`config.mk`:
```
export PLATFORM = sky130hd
export DESIGN_NAME = layer_step_ctrl
export DESIGN_NICKNAME = d
export VERILOG_FILES = /design/src/rtl/layer_step_ctrl.sv
export SDC_FILE = /design/constraint.sdc
export NUM_CORES = 1
export LEC_CHECK = 0
export CORE_AREA = 4 4 41 43
export CTS_CLUSTER_SIZE = 8
export DETAILED_ROUTE_END_ITERATION = 7
export DIE_AREA = 0 0 45 47
export GPL_TIMING_DRIVEN = 0
export PLACE_DENSITY = 0.68
export SLEW_MARGIN = 10
export SYNTH_ARGS = -nofsm -noshare
export SYNTH_HDL_FRONTEND = slang
export SYNTH_SLANG_ARGS = --single-unit
export TNS_END_PERCENT = 30
```
`constraint.sdc`:
```
create_clock -name clk -period 2.9 [get_ports clk]
set_input_delay 0.435 -clock clk [delete_from_list [all_inputs] [get_ports clk]]
set_output_delay 0.435 -clock clk [all_outputs]
set_load 0.03 [all_outputs]
```
`src/rtl/layer_step_ctrl.sv`:
```
`default_nettype none
// ============================================================================
// Module   : layer_step_ctrl
// Purpose  : Turns level-sensitive next/prev buttons into single layer steps
//            over NUM_LAYERS layers (wrap or saturate), with a direct-load
//            port. Hold-to-repeat is built when LAYER_STEP_REPEAT_EN is
//            defined; otherwise every press gives exactly one step.
// Revision : 1.0 - initial release
// ============================================================================
module layer_step_ctrl #(
   parameter int NUM_LAYERS    = 8,
   parameter int WRAP          = 1,
   parameter int REPEAT_DELAY  = 25_000_000,
   parameter int REPEAT_PERIOD = 5_000_000,
   localparam int LW           = $clog2(NUM_LAYERS)
) (
   input  logic          clk,
   input  logic          reset,
   input  logic          next,
   input  logic          prev,
   input  logic          load,
   input  logic [LW-1:0] load_layer,
   output logic [LW-1:0] layer,
   output logic          changed
);

   // Highest legal layer, one bit wider so non-power-of-2 counts compare cleanly
   localparam logic [LW:0] LAST = (LW+1)'(NUM_LAYERS - 1);

   logic          next_q, prev_q;
   logic          lockout, lockout_nxt;
   logic [LW-1:0] layer_nxt;
   logic [LW-1:0] up_val, dn_val;
   logic          rise_next, rise_prev;
   logic          load_ok;

   assign rise_next = next & ~next_q;
   assign rise_prev = prev & ~prev_q;
   assign load_ok   = ({1'b0, load_layer} <= LAST);

`ifdef LAYER_STEP_REPEAT_EN
   localparam int RMAX = (REPEAT_DELAY > REPEAT_PERIOD) ? REPEAT_DELAY : REPEAT_PERIOD;
   localparam int CW   = $clog2(RMAX + 1);
   localparam logic [CW-1:0] DELAY_LAST  = CW'(REPEAT_DELAY - 1);
   localparam logic [CW-1:0] PERIOD_LAST = CW'(REPEAT_PERIOD - 1);

   typedef enum logic [1:0] {
      IDLE   = 2'd0,
      DELAY  = 2'd1,
      REPEAT = 2'd2
   } state_t;

   state_t        state, state_nxt;
   logic [CW-1:0] cnt, cnt_nxt;
   logic          dir_up, dir_up_nxt;
   logic          held, other;

   assign held  = dir_up ? next : prev;
   assign other = dir_up ? prev : next;
`else
   // Repeat timing is not built in this configuration; keep the knobs referenced
   logic unused_repeat_cfg;
   assign unused_repeat_cfg = ^{REPEAT_DELAY[0], REPEAT_PERIOD[0]};
`endif

   // Candidate values for one step up / down, honouring wrap or saturate
   always_comb begin
      up_val = layer;
      dn_val = layer;
      if ({1'b0, layer} >= LAST) begin
         if (WRAP != 0) up_val = '0;
      end else begin
         up_val = layer + 1'b1;
      end
      if (layer == '0) begin
         if (WRAP != 0) dn_val = LAST[LW-1:0];
      end else begin
         dn_val = layer - 1'b1;
      end
   end

   // Priority decode: load, both-pressed, single rise, then repeat tick
   always_comb begin
      layer_nxt   = layer;
      lockout_nxt = lockout;
`ifdef LAYER_STEP_REPEAT_EN
      state_nxt   = state;
      cnt_nxt     = cnt;
      dir_up_nxt  = dir_up;
`endif
      if (!next && !prev) lockout_nxt = 1'b0;

      if (load) begin
         if (load_ok) layer_nxt = load_layer;
         lockout_nxt = 1'b1;
`ifdef LAYER_STEP_REPEAT_EN
         state_nxt   = IDLE;
         cnt_nxt     = '0;
`endif
      end else if (next && prev) begin
         // Ambiguous request: no step, abandon any hold in progress
`ifdef LAYER_STEP_REPEAT_EN
         state_nxt = IDLE;
         cnt_nxt   = '0;
`endif
      end else if (!lockout && (rise_next ^ rise_prev)) begin
         layer_nxt = rise_next ? up_val : dn_val;
`ifdef LAYER_STEP_REPEAT_EN
         state_nxt  = DELAY;
         cnt_nxt    = '0;
         dir_up_nxt = rise_next;
`endif
      end
`ifdef LAYER_STEP_REPEAT_EN
      else if (state != IDLE) begin
         if (!held || other || lockout) begin
            state_nxt = IDLE;
            cnt_nxt   = '0;
         end else if (cnt == ((state == DELAY) ? DELAY_LAST : PERIOD_LAST)) begin
            layer_nxt = dir_up ? up_val : dn_val;
            state_nxt = REPEAT;
            cnt_nxt   = '0;
         end else begin
            cnt_nxt = cnt + 1'b1;
         end
      end
`endif
   end

   // Layer, change pulse, edge history and lockout registers
   always_ff @(posedge clk or posedge reset) begin
      if (reset) begin
         layer   <= '0;
         changed <= 1'b0;
         next_q  <= 1'b1;
         prev_q  <= 1'b1;
         lockout <= 1'b0;
      end else begin
         layer   <= layer_nxt;
         changed <= (layer_nxt != layer);
         next_q  <= next;
         prev_q  <= prev;
         lockout <= lockout_nxt;
      end
   end

`ifdef LAYER_STEP_REPEAT_EN
   // Hold-to-repeat state, counter and held direction
   always_ff @(posedge clk or posedge reset) begin
      if (reset) begin
         state  <= IDLE;
         cnt    <= '0;
         dir_up <= 1'b0;
      end else begin
         state  <= state_nxt;
         cnt    <= cnt_nxt;
         dir_up <= dir_up_nxt;
      end
   end
`endif

endmodule
`default_nettype wire

```
==> results by group <==
Critical path
  • Worst Setup SP: layer[1]
  • FF-to-FF setup slack: 0.62 ns
  • FF-to-FF End: changed
  • Worst stage delay on the critical path: approximately 0.48 ns
  • Worst Path Buf+Inv: 0
  • CP Max Fanout: 7
  • CP Cell Sequence: ha_1, ha_1, or4b_4, a21oi_2, a21boi_4, mux2_4, o211ai_2
  • Slowest-stage cell, CP: or4b_4
  • Critical Path AT: 2.45 ns
  • Critical path class: reg -> reg
  • Critical Path Stages: 7
  • Startpoint types: flop
  • Delay-heaviest family, CP: compound AO/OA/AOI/OAI gates
  • Reg-to-Reg Start: layer[1]
  • Required @ worst endpoint: between 3 and 4 ns
  • Worst Setup EP: changed
  • Crit-path most repeated cell: ha_1
  • R2R depth: 7
  • CP endpoint kind: flop

Job
  • Number of max-cap violations: 0

Global route
  • Largest net degree at the start of global routing: 11
  • Vias in the first global route: 391
  • Global route overflow: 0
  • Global-route wire length before repair: roughly 1.6 mm
  • Total GRT Usage: 0.1114
  • Initial antenna violation count: 0

Cells and area
  • Area grow syn2layout: 28.97%
  • Antenna Cells: 0
  • Most common cell after layout, fill and taps aside: clkdlybuf4s50_1
  • Layout Cells excl Fill: between 80 and 90
  • Commonest non-fill, non-tap cells in the layout: clkdlybuf4s50_1, dfrtp_1
  • Share of post-route cells with drive strength above 1: 0.2059
  • # nets final: 81

Placement
  • Placed cells: slightly below 80
  • IO Port Bufs: 11
  • GP Congestion: around 0.7
  • Detail Placement HPWL: slightly above 800 µm
  • Pre-CTS setup slack: approximately 0.47 ns

Floorplanning
  • Core area: roughly 0.0013 mm²
  • Die X: about 45 µm
  • Die height: roughly 47 µm
  • # IOs: 12
  • FP Rows: 13
  • Die footprint: between 0.002 and 0.0025 mm²
  • Initial Utilization: 0.4115

Timing
  • Maximum clock frequency: roughly 0.44 GHz
  • Final Cycle Share: 0.7868
  • Fin. max-slew vios: 0
  • Fin Setup TNS: 0 ns
  • RSZ-0062 raised after global routing: false
  • Worst Skew: 0.0003592 ns
  • Slew @ Worst Pin: between 0.3 and 0.4 ns
  • Setup-failing EPs final: 0
  • Final hold violation count: 0
  • Final hold slack: 0.4061 ns
  • Worst slew margin relative to its limit: 0.7426
  • Tmin final: roughly 2.3 ns
  • PnR worst setup slack: a little over 0.6 ns

Power and ir drop
  • LEAKAGE: about 0.28 nW
  • Power, Total: 0.3114 mW
  • Pwr/cell area: around 450 mW/mm²
  • Worst ir drop on vdd: roughly 0.24 mV

Detailed routing
  • Initial DRC Count: 3
  • DRC: 0
  • Total Routed Length: approximately 1.0 mm
  • ANT nets after route: 0
  • Routed vias: 427
  • Drt pass-1 iters: 4
  • Average wire per standard cell: between 10 and 15 µm
  • Vias/cell: 5.145

Clocking
  • H-tree Lvls: 1
  • Cts bufs inserted: 3
  • CTS root buf: clkbuf_4
  • Worst-skew pair later-pin latency: ~0.25 ns
  • Post-CTS Setup Bufs: 0
  • Clock Path Buffers: 2
  • TritonCTS clock tree: done
  • Clock slew at reported path FFs: about 0.05 ns
  • CTS Sinks: 7
  • CTS Hold Bufs: 0
  • Post-cts gate resize count: 0

Yosys
  • YS warnings: 0
  • Avg Inst Size Synth: 10.10 µm²
  • Synth Instances: between 50 and 60
  • Yosys reg bits: 7
  • Cell Area, Synth: between 500 and 600 µm²
  • Syn nets: 65
  • Post-synthesis sequential area ratio: 0.3318
  • Unique masters post-synth: 28

Hold path
  • Hold crit path type: in -> async

Run status
  • Status: finished clean
Yosys cell counts:
cell type / n / area (µm²)
dfstp_2: 2 / 52.55
a21oi_1: 2 / 10.01
clkbuf_4: 1 / 7.510
xor2_1: 3 / 26.28
or3b_1: 3 / 26.28
nor3_1: 1 / 5.000
a21oi_2: 2 / 17.52
mux2i_1: 1 / 10.01
a311oi_1: 1 / 8.760
a21o_1: 1 / 7.510
nand2_1: 4 / 15.01
o21ai_0: 2 / 10.01
or4b_4: 1 / 13.76
dfrtp_1: 5 / 125.1
inv_1: 4 / 15.01
o31a_1: 2 / 17.52
a21boi_4: 1 / 18.77
nor2_1: 1 / 3.750
a211o_2: 1 / 10.01
ha_1: 4 / 50.05
o211ai_2: 1 / 12.51
xnor2_1: 2 / 17.52
nand2b_1: 1 / 6.260
mux2_4: 1 / 15.01
nand3_1: 2 / 10.01
clkbuf_1: 1 / 3.750
and2b_4: 1 / 10.01
o21ai_1: 2 / 10.01
report_power, final:
group	internal [mW]	switching (mW)	leakage, nW
registers	0.108	0.00966	0.0785
clock network	0.0525	0.0351	0.0150
logic	0.0519	0.0543	0.189
flip-flops by register name, summed over array words and instances (netlist names):
| signal | flops |
|---|---|
| changed | 1 |
| layer | 3 |
| lockout | 1 |
| next_q | 1 |
| prev_q | 1 |
routing by layer:
metal | part of all wire | GRT usage | routed length, µm | vias up
li1 | - | - | - | 219
met1 | 0.44 | 0.1323 | 443 | 196
met2 | 0.49 | 0.1723 | 497 | 8
met3 | 0.048 | 0.03831 | 49 | 4
met4 | 0.023 | 0.07018 | 23 | 0
met5 | 0 | 0 | 0 | -
worst register-to-register path: cells and delay by family, from the launching register on:
kind	cells	cell delay [ns]
AOI/OAI and AO/OA	3	0.53
adders and majority gates	2	0.40
and+or+nand+nor	1	0.48
DFF	1	0.47
muxes	1	0.32
per-stage QoR:
stage / util / cell area (µm²)
finish: 0.5308 / 690.7
global route: 0.5308 / 690.7
CTS: 0.5308 / 690.7
detailed placement: 0.5106 / 664.4
global placement: 0.5106 / 664.4
floorplan: - / 535.5
layout make-up:
type | instances | area [µm²]
clock buffers | 4 | 26.28
plain buffers | 2 | 11.26
repair buffers | 11 | 110.1
well taps | 15 | 18.77
multi-input cells | 40 | 331.6
fillers | 123 | 610.6
inverters | 4 | 15.01
flip-flops and latches | 7 | 177.7
worst min path at each step:
stage             from  endpoint  depth (start not counted)
2_1_floorplan    reset   changed                          1
3_3_place_gp   lockout   lockout                          2
3_5_place_dp   lockout   lockout                          2
4_1_cts          reset   lockout                          2
5_1_grt          reset  layer[1]                          2
6_report         reset  layer[2]                          2
kinds of logic after synthesis:
family,synth area share
buf+inv,0.04906
simple gates,0.1682
mux,0.04672
xor+xnor,0.08179
flops,0.3318
fa+ha+maj,0.09346
compound gates,0.2290
No activity file was read; power rests on OpenSTA's default activity.
==> edit (config.mk and constraints unchanged) <==
Add an input register stage for `load_layer`, without a reset; this delays it by one clock. The other inputs are not delayed to match.
--- a/src/rtl/layer_step_ctrl.sv
+++ b/src/rtl/layer_step_ctrl.sv
@@ -27,6 +27,12 @@
    // Highest legal layer, one bit wider so non-power-of-2 counts compare cleanly
    localparam logic [LW:0] LAST = (LW+1)'(NUM_LAYERS - 1);
 
+   logic [LW-1:0] load_layer_q;
+
+   always_ff @(posedge clk) begin
+      load_layer_q <= load_layer;
+   end
+
    logic          next_q, prev_q;
    logic          lockout, lockout_nxt;
    logic [LW-1:0] layer_nxt;
@@ -36,7 +42,7 @@
 
    assign rise_next = next & ~next_q;
    assign rise_prev = prev & ~prev_q;
-   assign load_ok   = ({1'b0, load_layer} <= LAST);
+   assign load_ok   = ({1'b0, load_layer_q} <= LAST);
 
 `ifdef LAYER_STEP_REPEAT_EN
    localparam int RMAX = (REPEAT_DELAY > REPEAT_PERIOD) ? REPEAT_DELAY : REPEAT_PERIOD;
@@ -91,7 +97,7 @@
       if (!next && !prev) lockout_nxt = 1'b0;
 
       if (load) begin
-         if (load_ok) layer_nxt = load_layer;
+         if (load_ok) layer_nxt = load_layer_q;
          lockout_nxt = 1'b1;
 `ifdef LAYER_STEP_REPEAT_EN
          state_nxt   = IDLE;
Function: changed (a bounded check fails within 4 cycles, from zero or initial values and one cycle with reset high).
==> edit against the original RTL <==
- non-clock buffer count shrank 1
- core utilization up 5.8 points
- wire length is 14% higher
- synthesized area is 12% higher
- total power is 26% higher
- worst setup slack better by 0.34 ns
- critical path depth is 6 lower
- cell area rose by 11%
- synthesized cell count increased by 13%
- sequential cell count rose by 3
- largest power group unchanged
==> edit: results (changes against the original RTL) <==
[setup_path]
cp_max_fo=9  ; +2
critPathTopFamily=buffers and inverters
arrival_ns=1.51  ; -0.94 ns
critPathMaxStageDelay_ns=0.73  ; +0.25 ns

[sta]
worst_slew_pin_slew_ns=0.379  ; -0.00702 ns
finalClockSkew_ns=0.00457  ; +0.00421 ns

[logic_synthesis]
yosys-top-cells-area=dfrtp_1 21%, dfxtp_1 10%, dfstp_2 8.8%
ys_seq_area_share_pct=39.6  ; +6.4 points
async_flop_share_pct=70.0  ; -30 points
synth_nets=72  ; +11%
syn_area_per_cell_um2=10.0  ; -0.93%

[final_layout]
fillCellCount=114  ; -7.3%
layout.nets=88  ; +8.6%
drive_gt1_share_pct=16.0  ; -4.6 points

[placed_design]
dp_slack_ns=0.767  ; +0.297 ns
numPlacedInstances=86  ; +8.9%
routabilityCongestion=0.805  ; +13%
postPlaceCellArea_um2=729  ; +9.8%
place.detailed.hpwl_um=915  ; +13%

[route]
first_pass_iters=2  ; -2
vias_per_cell=5.39  ; +4.7%
drt_iter0_drc=7  ; +4
drt-total-wl_um=1150  ; +14%
wire_per_inst_um=12.8  ; +5.0%

[clocking]
insertion_delay_ns=0.27  ; +0.02 ns
path_clk_slew_ns=0.07  ; +0.02 ns

[power]
p_leak_nw=0.325  ; +15%
irDropWorstVdd_mv=0.283  ; +17%

[global_routing]
grt_first_pass_wirelength_um=1950  ; +19%
grt_usage_pct=13.2  ; +2.1 points

[status]
status=finished, final reports clean

-- edit: metal layers --
metal / up-vias / wire [um] / GRT usage [%]
li1: 247 / - / -
met1: 222 / 537 / 17.1
met2: 11 / 531 / 19.5
met3: 5 / 57 / 3.45
met4: 0 / 27 / 8.77
met5: - / 0 / 0
-- edit: report_power, final --
part	internal (mW)	total, mW	switching (mW)
Clock	0.0762	0.125	0.0490
Combinational	0.0500	0.105	0.0548
Sequential	0.151	0.163	0.0125
-- edit: path summary, 6_finish.rpt --
path                                       from        to  slack [ns]  cells past startpoint
worst min register to register  load_layer_q[0]  layer[0]        0.48                      2
max in group asynchronous                 reset    next_q        2.22                      2
worst max register to register         layer[0]   changed        0.97                      7
worst min-delay path                      reset  layer[1]        0.40                      2
min in group clk                load_layer_q[0]  layer[0]        0.48                      2
worst max-delay path                   layer[2]  layer[2]        0.96                      1
-- edit: cell families (layout without fill, tap and decap cells) --
group	after synthesis	in the layout	share of synthesized area [%]
AO/OA/AOI/OAI	20	20	27.5
AND/OR/NAND/NOR	17	17	16.5
flip-flops	10	10	39.6
buffers and inverters	6	21	3.75
adder cells (fa/ha/maj)	4	4	8.33
XOR/XNOR	3	3	4.38
-- edit: area by class of cell --
cell class	count	area, um^2	area share, %
Multi-Input combinational cell	44	340	44.4
Clock buffer	4	36.3	4.74
Timing Repair Buffer	11	110	14.4
Buffer	1	3.75	0.490
Tap cell	15	18.8	2.45
Inverter	5	18.8	2.45
Sequential cell	10	238	31.0
